<file path="src/rtl/led_arbiter.sv">
// Round-robin owner of the 8 active-low user LEDs among four requesters.
// Each grant shows its latched pattern, PWM-dimmed, for HOLD_TICKS prescaler ticks.
module led_arbiter #(
    parameter int TICK_DIV   = 133000,
    parameter int HOLD_TICKS = 500,
    parameter int PWM_BITS   = 4
) (
    input  logic                clock,
    input  logic                reset,
    input  logic [3:0]          req_valid,
    input  logic [31:0]         req_data,
    output logic [3:0]          req_ready,
    input  logic [PWM_BITS-1:0] brightness,
    output logic [7:0]          leds,
    output logic [1:0]          owner,
    output logic                busy
);

    localparam int PW = (TICK_DIV > 1) ? $clog2(TICK_DIV) : 1;
    localparam int HW = $clog2(HOLD_TICKS + 1);
    localparam logic [PW-1:0] PRESC_MAX = PW'(TICK_DIV - 1);
    localparam logic [HW-1:0] HOLD_LOAD = HW'(HOLD_TICKS);
    localparam logic [HW-1:0] HOLD_LAST = HW'(1);

    typedef enum logic [0:0] {
        IDLE = 1'b0,
        SHOW = 1'b1
    } state_t;

    state_t              state_q, state_d;
    logic [1:0]          last_q, last_d;
    logic [1:0]          owner_q, owner_d;
    logic [7:0]          pattern_q, pattern_d;
    logic [HW-1:0]       hold_q, hold_d;
    logic [PW-1:0]       presc_q, presc_d;
    logic [PWM_BITS-1:0] pwm_q;
    logic [7:0]          leds_q, leds_d;

    logic                win_valid_s;
    logic [1:0]          win_idx_s;
    logic [3:0]          ready_s;
    logic                tick_s;
    logic                pwm_on_s;

    // Round-robin search starting just after the last winner.
    always_comb begin : arb
        logic [1:0] cand;
        cand        = 2'd0;
        win_valid_s = 1'b0;
        win_idx_s   = last_q;
        for (int k = 1; k <= 4; k++) begin
            cand = last_q + 2'(k);
            if (!win_valid_s && req_valid[cand]) begin
                win_valid_s = 1'b1;
                win_idx_s   = cand;
            end else begin
                win_valid_s = win_valid_s;
            end
        end
    end

    assign tick_s   = (state_q == SHOW) && (presc_q == PRESC_MAX);
    assign pwm_on_s = (pwm_q < brightness) | (&brightness);

    // Next-state, grant capture and hold timing.
    always_comb begin
        state_d   = state_q;
        last_d    = last_q;
        owner_d   = owner_q;
        pattern_d = pattern_q;
        hold_d    = hold_q;
        presc_d   = presc_q;
        ready_s   = 4'b0000;
        case (state_q)
            IDLE: begin
                if (win_valid_s) begin
                    ready_s   = 4'b0001 << win_idx_s;
                    pattern_d = req_data[{win_idx_s, 3'b000} +: 8];
                    last_d    = win_idx_s;
                    owner_d   = win_idx_s;
                    hold_d    = HOLD_LOAD;
                    presc_d   = '0;
                    state_d   = SHOW;
                end else begin
                    state_d = IDLE;
                end
            end
            SHOW: begin
                if (tick_s) begin
                    presc_d = '0;
                    hold_d  = hold_q - HW'(1);
                    if (hold_q == HOLD_LAST) begin
                        state_d = IDLE;
                    end else begin
                        state_d = SHOW;
                    end
                end else begin
                    presc_d = presc_q + PW'(1);
                end
            end
            default: begin
                state_d = IDLE;
            end
        endcase
    end

    // LEDs are driven off the registered state, so they lag it by one cycle.
    always_comb begin
        leds_d = 8'hFF;
        if (state_q == SHOW) begin
            leds_d = ~(pattern_q & {8{pwm_on_s}});
        end else begin
            leds_d = 8'hFF;
        end
    end

    // State and datapath registers.
    always_ff @(posedge clock or posedge reset) begin
        if (reset) begin
            state_q   <= IDLE;
            last_q    <= 2'd3;
            owner_q   <= 2'd0;
            pattern_q <= 8'h00;
            hold_q    <= '0;
            presc_q   <= '0;
            pwm_q     <= '0;
            leds_q    <= 8'hFF;
        end else begin
            state_q   <= state_d;
            last_q    <= last_d;
            owner_q   <= owner_d;
            pattern_q <= pattern_d;
            hold_q    <= hold_d;
            presc_q   <= presc_d;
            pwm_q     <= pwm_q + PWM_BITS'(1);
            leds_q    <= leds_d;
        end
    end

    assign req_ready = reset ? 4'b0000 : ready_s;
    assign leds      = leds_q;
    assign owner     = owner_q;
    assign busy      = (state_q == SHOW);

endmodule
</file>
<file path="config.mk">
export PLATFORM = sky130hd
export DESIGN_NAME = led_arbiter
export DESIGN_NICKNAME = d
export VERILOG_FILES = /design/src/rtl/led_arbiter.sv
export SDC_FILE = /design/constraint.sdc
export NUM_CORES = 1
export LEC_CHECK = 0
export ABC_CLOCK_PERIOD_IN_PS = 2700
export BUFFER_PORTS_ARGS = -buffer_cell sky130_fd_sc_hd__buf_4
export CAP_MARGIN = 20
export CORE_MARGIN = 2
export CORE_UTILIZATION = 40
export DETAILED_ROUTE_END_ITERATION = 7
export GPL_ROUTABILITY_DRIVEN = 1
export HOLD_SLACK_MARGIN = 0.06
export PLACE_DENSITY_LB_ADDON = 0.12
export SYNTH_ARGS = -nofsm -noshare
export SYNTH_HDL_FRONTEND = slang
export SYNTH_SLANG_ARGS = --single-unit
</file>
<file path="constraint.sdc">
create_clock -name clock -period 2.7 [get_ports clock]
set_input_delay 0.54 -clock clock [delete_from_list [all_inputs] [get_ports clock]]
set_output_delay 0.54 -clock clock [all_outputs]
set_load 0.01 [all_outputs]
</file>
# Yosys cells after proc, flatten, opt, wreduce, memory -nomap -nowiden
# Cells that the tools add are included.
totals:
  output_inout_bits: 15
  inputBits: 42
  ff_bits: 52
  wordCells: 69
classes:
  n_reduce_logical: 10
  magnitude_cmp: 5
  n_eq_ne: 4
  bitwise: 4
  mux: 30
  n_addsub: 6
  shifts: 2
ops:
  columns: ["cell", "count"]
  rows:
  - ["$mux W18", 2]
  - ["$pmux W18 S2", 1]
  - ["$shiftx A32 B6 Y8", 1]
  - ["$add A18 B1 Y18 const B", 1]
  - ["$eq A18 B18 Y1 const B", 1]
  - ["$mux W9", 2]
  - ["$pmux W9 S2", 1]
  - ["$lt A2 B3 Y1 const B", 4]
  - ["$mux W4", 3]
  - ["$mux W1", 11]
  - ["$eq A9 B1 Y1 const B", 1]
  - ["$sub A9 B1 Y9 const B", 1]
  - ["$and A8 B8 Y8", 1]
  - ["$bmux W1 S2", 4]
  - ["$mux W2", 4]
  - ["$mux W8", 1]
  - ["$not A8 Y8", 1]
  - ["$add A2 B2 Y2 const B", 2]
  - ["$add A4 B1 Y4 const B", 1]
  - ["$logic_and A1 B1 Y1", 4]
  - ["$lt A4 B4 Y1", 1]
  - ["$reduce_and A2 Y1", 2]
  - ["$reduce_and A4 Y1", 1]
  - ["$shl A1 B2 Y4 const A", 1]
  - ["other kinds (7)", 9]

# Longest topological paths before layout
# Gate-level depths: netlist of run 1.
depth:
  word_depth: 17
  depth_mapped: 7
  depth_no_buf: 6

# Worst setup path after synthesis of run 1
# OpenSTA, ideal clock, no wires.
synth_timing:
  path_type: "register to output"
  start: "register last_q[0]"
  end: "output req_ready[0]"
  slack_ps: 264
  arrival_ps: 1896
  t_required_ps: 2160
  path_stages_with_launch: 6
  path_buffers: 1
  cell_sequence: "dfstp_2 -> nand2b_1 -> o21ai_0 -> a211oi_1 -> clkbuf_1 -> nor3b_1"
synth_between:
  elab_chain_cells: 17
  elab_cells_between_ends: 29
  classes_between: "add/sub: 3; shift: 1; mux: 19; reduce/logical: 6"
synth_rtl:
  columns: ["item", "line_no", "source"]
  rows:
  - ["from (decl)", "31", "logic [1:0] last_q, last_d;"]
  - ["from (signal assigned)", "130", "last_q <= last_d;"]
  - ["$add A2 B1 Y2", "52", "cand = last_q + 2'(k);"]
  - ["$bmux W1 S2", "53", "if (!win_valid_s && req_valid[cand]) begin"]
  - ["$mux W1 (implied by the code)", "53", null]
  - ["$mux W1", "53", null]
  - ["$logic_not A1 Y1", "53", null]
  - ["$logic_and A1 B1 Y1", "53", null]
  - ["$mux W1", "53", null]
  - ["$logic_not A1 Y1", "53", null]
  - ["$logic_and A1 B1 Y1", "53", null]
  - ["$mux W1", "53", null]
  - ["$logic_not A1 Y1", "53", null]
  - ["$logic_and A1 B1 Y1", "53", null]
  - ["$mux W2", "53", null]
  - ["$shl A1 B2 Y4", "77", "ready_s = 4'b0001 << win_idx_s;"]
  - ["$mux W4 *", "76", "if (win_valid_s) begin"]
  - ["$mux W4 *", "74", "case (state_q)"]
  - ["$mux W4 *", "140", "assign req_ready = reset ? 4'b0000 : ready_s;"]
  - ["to (decl)", "12", "output logic [3:0] req_ready,"]
# Mark *: on every way between the ends. The rest lies on a longest branch, timed or not. The select of a mux whose other input is x is not followed.

# Worst setup path in the final report of run 1
layout_timing:
  start: "register last_q[0]"
  end: "output req_ready[1]"
# Same word-level chain as after synthesis.

==> results of run 1 <==
## layout by cell type (no fill, tap or decap), types with 2 or more instances in the layout
master     Yosys  layout
a41oi_1        2       2
or4_1          2       2
nor4_1         6       6
or3_1          3       3
buf_4          0      68
o211ai_1       9       9
dfrtp_1       42      42
nor2_1        13      13
bufinv_16      0       2
nand3_1        8       8
xor2_1         5       5
nand4_1        4       4
a31oi_1       11      11
a21oi_1       12      12
a22o_1         2       2
ha_1           7       7
inv_1         11      10
nor3b_1        3       3
o221ai_1       8       8
a21o_1         4       4
nand2b_1       8       8
or2_2          3       3
nand2_1       42      42
nor3_1         9       9
or4b_1         2       2
clkbuf_8       0       5
mux2i_1       19      19
o21ai_0       11      11
xnor2_1        2       2
dfstp_2       10      10
and3_1         2       2
o21a_1         3       3
## path summary, 6_finish.rpt
check                             startpoint            to  slack (ps)  depth (start not counted)
max in group asynchronous              reset   presc_q[17]        1820                          3
worst max register to register   presc_q[16]    presc_q[9]         330                          5
min in group clock              pattern_q[5]       leds[5]         440                          1
worst min-delay path                   reset      owner[1]         400                          3
worst min register to register  pattern_q[5]       leds[5]         440                          1
worst max-delay path               last_q[0]  req_ready[1]         150                          6
## per-layer routing
metal  GRT usage, %  vias up  share of wire (%)
li1               -     1173                  -
met1           26.0     1154                 47
met2           28.0       42                 48
met3           3.60        5                3.8
met4           6.15        0                1.1
met5              0        -                  0
## power breakdown
| part | internal, mW | switching [mW] |
|---|---|---|
| combinational | 0.230 | 0.215 |
| sequential | 0.935 | 0.186 |
| clock | 0.373 | 0.277 |
## sequential cells by signal, indices dropped and copies added, names as in the netlist
name,cells
pwm_q,4
busy,1
owner,2
presc_q,18
hold_q,9
pattern_q,8
leds,8
last_q,2
## stage by stage
step | setup WS, ps | util (%) | area, um2 | std cells | hold slack, ps
after floorplan | 264 | - | 2770 | 287 | 411
after global placement | 405 | 49.5 | 3350 | 423 | 431
after detailed placement | 332 | 49.5 | 3350 | 423 | 429
after CTS | 142 | 51.6 | 3480 | 431 | 444
after global routing | 19.8 | 51.6 | 3480 | 431 | 475
final | 148 | 51.6 | 3480 | 431 | 397
## worst max-delay path, delay by kind of cell (launching register included)
kind / cells / cell delay (ps)
AO/OA/AOI/OAI: 2 / 540
buffers and inverters: 2 / 400
flip-flops: 1 / 560
AND/OR/NAND/NOR: 2 / 200
## cell usage after synthesis, types with 4 or more instances
library cell  instances
o221ai_1              8
nor3_1                9
a31oi_1              11
inv_1                11
clkbuf_1             10
a21o_1                4
nand2_1              42
o21ai_0              11
mux2i_1              19
xor2_1                5
nand3_1               8
nand4_1               4
dfstp_2              10
o211ai_1              9
nand2b_1              8
nor4_1                6
ha_1                  7
dfrtp_1              42
a21oi_1              12
nor2_1               13
## layout make-up
cell class,instances,area share (%)
clock buffer,5,1.98
clock inverter,3,1.98
inverter,11,1.19
multi-input combinational,212,39.6
sequential,52,37.7
tap,80,2.87
timing repair buffer,68,14.7
## logic make-up (layout without fill, tap and decap cells)
family	after synthesis	count (layout)
compound gates	69	69
fa+ha+maj	7	7
flops	52	52
mux	19	19
simple gates	110	110
buf+inv	23	87
xor+xnor	7	7
==> results.ini, run 1 <==
[status]
status = completed

[cts]
insertion_delay_ps = 320
path_clk_slew_ps = 100
cts_tree = done
htreeDepth = 2
postCtsHoldBufs = 0
post_cts_resize_count = 0
cts_setup_buffers = 0
cts.sinks = 52
numCtsBuffers = 5
ctsLongestPathBuffers = 2
clockRootBuffer = clkbuf_8

[logic_synthesis]
yosys.area.top_type = dfrtp_1
synth-simple-area-share_pct = 20.3
synth_top_family_by_area = simple AND/OR/NAND/NOR gates
synth_cell_type_count = 43
synth_top_area_share_pct = 37.9
ys_seq_elements = 52
ys_async_sr_fraction_pct = 100
syn-instance-count = 287
syn_area_per_cell_um2 = 9.65
synth.net_count = 336
yosysWarnings = 0
synthTopCellsByArea = dfrtp_1, dfstp_2, mux2i_1
synth_ff_type = dfrtp_1
synth_edf_count = 0
synthAdderAreaFrac_pct = 3.16
yosysSeqAreaShare_pct = 47.4
synth_xor_area_share_pct = 2.21
synth_compound_area_share_pct = 16.8
syn_area_mm2 = 0.00277
synth_mux_area_share_pct = 6.87

[cells_and_area]
multi_input_area_mm2 = 0.00138
syn2layout_area_growth_pct = 25.7
fin_nets = 399
drive_above_1_share_pct = 26.8
fill_cells = 640
diodes = 0
seq_area_mm2 = 0.00131

[floorplanning]
io-pin-count = 57
die_x_um = 87.2
dieArea_mm2 = 0.00761
core_area_mm2 = 0.00676
std_cell_rows = 30
fp.dieH_um = 87.2
start_util_pct = 41.0

[timing]
max_freq_mhz = 392
hold_viol = 0
tns_ps = 0
finalSetupViolations = 0
tightestPinTransition_ps = 919
period_minus_slack_ps = 2550
skew_ps = 10.4
relSlewSlack_pct = 38.6
report.final.slew_viol_count = 0
grt_setup_unrepaired = false
min_period_over_period_pct = 94.5

[critical_path]
critPathSlowestCell = dfstp_2
required_ps = 2160
critPathMaxFanout = 9
end_kind = output port
critPathArrivalTime_ps = 2010
critPathLaunchType = flip-flop
crit_type = flip-flop to output port
cp_common_cell = buf_4
max_stage_delay_ps = 560
crit_chain = nand2b_1 -> o21ai_0 -> a211oi_4 -> buf_4 -> nor3_1 -> buf_4

[hold_path]
hold_class = primary input to async pin

[routing]
wire_per_inst_um = 15.4
route.detailed.drc = 0
ant_nets = 0
dr.pass1.iters = 4
drt_iter0_markers = 132
wirelength_mm = 6.62
vias = 2374
viasPerCell = 5.51

[grt]
antenna_found_initial = 0
grt_pass1_vias = 2246
grt_max_degree = 53
grt-ovfl-total = 0
track_usage_pct = 18.3
grt_pass1_wl_mm = 10.8

[placement]
port_buffers = 56
dp_hpwl_mm = 4.78
place.gp.congestion = 0.824

[power]
power.density_mw_per_mm2 = 636
peakVddDrop_uv = 414
totalPowerFinal_mw = 2.22
leakagePower_nw = 1.61

[flow_run]
maxCapViolCount = 0

Power figures use the tool's default switching activity.
==> run 2: changes to the inputs <==
--- a/config.mk
+++ b/config.mk
@@ -9,4 +9,6 @@
 export BUFFER_PORTS_ARGS = -buffer_cell sky130_fd_sc_hd__buf_4
 export CAP_MARGIN = 20
+export CELL_PAD_IN_SITES_DETAIL_PLACEMENT = 1
+export CELL_PAD_IN_SITES_GLOBAL_PLACEMENT = 1
 export CORE_MARGIN = 2
 export CORE_UTILIZATION = 40
==> constraint.sdc (replaced) <==
create_clock -name clock -period 2.7 [get_ports clock]
set_input_delay 0 -clock clock [delete_from_list [all_inputs] [get_ports clock]]
set_output_delay 0 -clock clock [all_outputs]
set_load 0.01 [all_outputs]
==> run 2 against run 1 <==
Net effect:
- power shrank 4.2%
- register-to-register slack worse by 160 ps
- via count is 11% higher
- highest routed layer unchanged
- final area increased by 7.2%
==> results.ini, run 2 (synthesis results as in run 1) <==
[placement]
place_ws_ps = 302
dp_hpwl_mm = 5.40
place.gp.congestion = 0.736
port_buffers = 56
dpl.cell_count = 419

[timing]
relSlewSlack_pct = 27.6
grt_setup_unrepaired = false
report.final.slew_viol_count = 0
skew_ps = 7.32
hold_viol = 0
setup_slack_ps = 172
tns_ps = 0
max_freq_mhz = 396
finalSetupViolations = 0
period_minus_slack_ps = 2530
min_period_over_period_pct = 93.6
tightestPinTransition_ps = 1080

[cells_and_area]
multi_input_area_mm2 = 0.00138
seq_area_mm2 = 0.00131
fill_cells = 760
final_cell_mix = buf_4, nand2_1, dfrtp_1
largest_register_ffs = 18
fin_nets = 427
drive_above_1_share_pct = 23.5
syn2layout_area_growth_pct = 34.8
layout_commonest_cell = buf_4
reg_top3 = presc_q x18, hold_q x9
stdcell_count = 459
diodes = 0
regMostFlops = presc_q

[critical_path]
r2r_cells = 7
crit_type = flip-flop to flip-flop
end_kind = flip-flop
critPathArrivalTime_ps = 2700
critPathMaxFanout = 22
required_ps = 2870
critPathLaunchType = flip-flop

[routing]
ant_nets = 0
viasPerCell = 5.72
vias = 2624
wirelength_mm = 8.50
wire_per_inst_um = 18.5
dr.pass1.iters = 4
route.detailed.drc = 0
drt_iter0_markers = 105

[cts]
ctsLongestPathBuffers = 2
path_clk_slew_ps = 90
numCtsBuffers = 5
cts_tree = done
cts_setup_buffers = 0
insertion_delay_ps = 310
htreeDepth = 2
clockRootBuffer = clkbuf_8
cts.sinks = 52

[status]
status = completed

[power]
power.density_mw_per_mm2 = 569
peakVddDrop_uv = 226
leakagePower_nw = 1.70

[floorplanning]
die_x_um = 87.2
std_cell_rows = 30
fp.dieH_um = 87.2
start_util_pct = 41.0
io-pin-count = 57
core_area_mm2 = 0.00676
dieArea_mm2 = 0.00761

[grt]
grt-ovfl-total = 0
grt_pass1_wl_mm = 14.2
track_usage_pct = 24.0
grt_max_degree = 33
grt_pass1_vias = 2810
antenna_found_initial = 0

[flow_run]
maxCapViolCount = 0

[hold_path]
whs_path_depth = 3
hold_class = primary input to flip-flop

run 2: cell types whose count changed in the layout (fill, tap and decap cells not counted), sizes merged:
cell | previous run | this run
dlygate4sd3 | 0 | 32
buf | 68 | 64
bufinv | 2 | 0
clkbuf | 5 | 7
clkinvlp | 0 | 1
inv | 12 | 11
run 2: metal layers:
| layer | up-vias | global-route usage [%] | routed length (um) |
|---|---|---|---|
| li1 | 1232 | - | - |
| met1 | 1317 | 29.0 | 3490 |
| met2 | 59 | 42.5 | 4490 |
| met3 | 16 | 4.83 | 316 |
| met4 | 0 | 8.25 | 200 |
| met5 | - | 0 | 0 |
run 2: worst max-delay path: stages (launching register included):
cell and delay, ps:
dfstp_2 550, nand2b_1 120, o21ai_0 140, a211oi_4 280
buf_6 280, mux2i_1 280, dlygate4sd3_1 610, o221ai_1 120
run 2: final cells by class:
type / instances / share of cell area [%]
multi-input cells: 212 / 37.0
flip-flops and latches: 52 / 35.2
repair buffers: 96 / 21.5
well taps: 80 / 2.68
clock buffers: 7 / 2.31
inverters: 11 / 1.11
clock inverters: 1 / 0.201
run 2: report_power, final:
group          leakage, nW  switching, mW  internal (mW)
Combinational         1.09          0.244          0.280
Sequential           0.568          0.194          0.936
Clock               0.0445          0.262          0.209
run 2: metrics by stage:
stage                     hold slack (ps)  total power [mW]  utilization (%)  instance area [um2]
final                                82.1              2.12             55.3                 3730
after global routing                  106              2.26             55.3                 3730
after CTS                            67.1              2.12             55.2                 3730
after detailed placement             80.7              1.59             49.1                 3320
after global placement               74.5              1.57             49.1                 3320
after floorplan                      49.5              1.38                -                 2770
run 2: timing repair:
item / in CTS / in global routing
endpoints found under the setup margin: 0 / 1
hold endpoints to repair: 23 / 0
resized for setup: 0 / 1
hold buffers: 32 / 0
run 2: path summary, 6_finish.rpt:
| path | startpoint | endpoint | slack [ps] |
|---|---|---|---|
| setup / recovery | last_q[0] | pattern_q[5] | 170 |
| hold / removal | req_data[16] | pattern_q[0] | 80 |
| setup reg to reg | last_q[0] | pattern_q[5] | 170 |
| hold reg to reg | pattern_q[2] | leds[2] | 450 |
| max in group asynchronous | reset | leds[2] | 1610 |
| min in group asynchronous | reset | pattern_q[1] | 270 |
==> run 3: changes to the inputs <==
Settings changed: PLACE_DENSITY_LB_ADDON 0.12 to 0.1.
==> run 3 against run 2 <==
Net effect:
- first-iteration DRC count decreased by 6.7%
- fmax decreased by 0.81%
- power up 3.7%
- utilization increased by 0.48 points
- highest routed layer unchanged
- sequential cell count unchanged
- hold slack improved by 120 ps
- clock power grew 16%
- sequential power about the same
==> results.ini, run 3 (synthesis results as in run 1) <==
[placement]
place.gp.congestion = 0.789
port_buffers = 56
dp_hpwl_mm = 5.20

[critical_path]
critPathArrivalTime_ps = 2710
r2r-end = pattern_q[1]
r2r_cells = 7
required_ps = 2860
critPathMaxFanout = 22
reg2reg_setup_slack_ps = 150
crit_type = flip-flop to flip-flop
r2r_start = last_q[0]
end_kind = flip-flop
critPathLaunchType = flip-flop

[cts]
post_cts_resize_count = 0
htreeDepth = 2
clockRootBuffer = clkbuf_8
ctsLongestPathBuffers = 2
insertion_delay_ps = 310
cts_tree = done
cts_setup_buffers = 0
cts.sinks = 52
path_clk_slew_ps = 100
numCtsBuffers = 5

[grt]
antenna_found_initial = 0
grt_pass1_wl_mm = 13.7
grt-ovfl-total = 0
track_usage_pct = 23.4
grt_pass1_vias = 2731
grt_max_degree = 49

[floorplanning]
start_util_pct = 41.0
core_area_mm2 = 0.00676
fp.dieH_um = 87.2
dieArea_mm2 = 0.00761
std_cell_rows = 30
io-pin-count = 57
die_x_um = 87.2

[power]
power.density_mw_per_mm2 = 585
leakagePower_nw = 1.72
peakVddDrop_uv = 302
totalPowerFinal_mw = 2.20

[status]
status = completed

[cells_and_area]
diodes = 0
largest_register_ffs = 18
fin_nets = 428
syn2layout_area_growth_pct = 36.0
drive_above_1_share_pct = 23.4
layout_commonest_cell = buf_4
fill_cells = 747
final_cell_mix = buf_4, nand2_1, dfrtp_1
reg_top3 = presc_q x18, hold_q x9
regMostFlops = presc_q

[timing]
max_freq_mhz = 392
tightestPinTransition_ps = 985
hold_viol = 0
min_period_over_period_pct = 94.4
period_minus_slack_ps = 2550
relSlewSlack_pct = 33.9
skew_ps = 4.71
report.final.slew_viol_count = 0
finalSetupViolations = 0
grt_setup_unrepaired = false
tns_ps = 0
holdWs_ps = 206

[flow_run]
maxCapViolCount = 0

[routing]
dr.pass1.iters = 6
viasPerCell = 5.65
route.detailed.drc = 0
drt_iter0_markers = 98
ant_nets = 0
vias = 2599
wirelength_mm = 8.75
wire_per_inst_um = 19.0

[hold_path]
hold_class = primary input to async pin

[run 3: cell count changes in the layout (fill, tap and decap cells not counted), sizes merged]
cell	before	now
dlygate4sd3	32	33
clkinvlp	1	0
clkbuf	7	6
clkinv	0	1
bufinv	0	1
[run 3: timing repair]
action,in CTS,in global routing
setup endpoints to repair,0,0
endpoints found under the hold margin,50,0
hold buffers,33,0
[run 3: final cells by class]
cell class | instances | area (um2) | share of cell area (%)
clock buffers | 6 | 72.6 | 1.93
clock inverters | 2 | 35.0 | 0.930
inverters | 11 | 41.3 | 1.10
multi-input cells | 212 | 1380 | 36.6
flip-flops and latches | 52 | 1310 | 34.9
well taps | 80 | 100 | 2.66
repair buffers | 97 | 823 | 21.9
[run 3: report_power, final]
| group | switching (mW) | internal, mW | total (mW) |
|---|---|---|---|
| registers | 0.195 | 0.936 | 1.13 |
| clock network | 0.271 | 0.276 | 0.547 |
| logic | 0.242 | 0.285 | 0.526 |
| total | 0.707 | 1.50 | 2.20 |
[run 3: layer usage]
metal  track usage, %  vias to the layer above  wire [um]
li1                 -                     1232          -
met1             29.2                     1301       3730
met2             40.9                       49       4570
met3             4.08                       17        272
met4             7.55                        0        182
met5                0                        -          0
[run 3: per-stage QoR]
stage / instances / instance area [um2] / utilization [%] / setup WS [ps]
detailed placement: 418 / 3310 / 49.0 / 341
global route: 460 / 3770 / 55.7 / 52.6
floorplan: 287 / 2770 / - / 549
global placement: 418 / 3310 / 49.0 / 370
finish: 460 / 3770 / 55.7 / 151
CTS: 459 / 3750 / 55.4 / 219
[run 3: worst max path at each step]
| stage | start | to | slack (ps) | cells after the start |
|---|---|---|---|---|
| after global routing | last_q[0] | pattern_q[7] | 50 | 7 |
| after global placement | presc_q[16] | presc_q[9] | 370 | 5 |
| after CTS | last_q[0] | pattern_q[4] | 220 | 7 |
| after detailed placement | presc_q[16] | presc_q[9] | 340 | 5 |
| after floorplan | busy | presc_q[9] | 550 | 5 |
| final | last_q[0] | pattern_q[1] | 150 | 7 |
[run 3: worst max-delay path, stage by stage, from the launching register on]
cell	delay [ps]
dfstp_2	560
nand2b_1	120
o21ai_0	140
a211oi_4	250
buf_4	350
mux2i_1	220
dlygate4sd3_1	600
o221ai_1	150
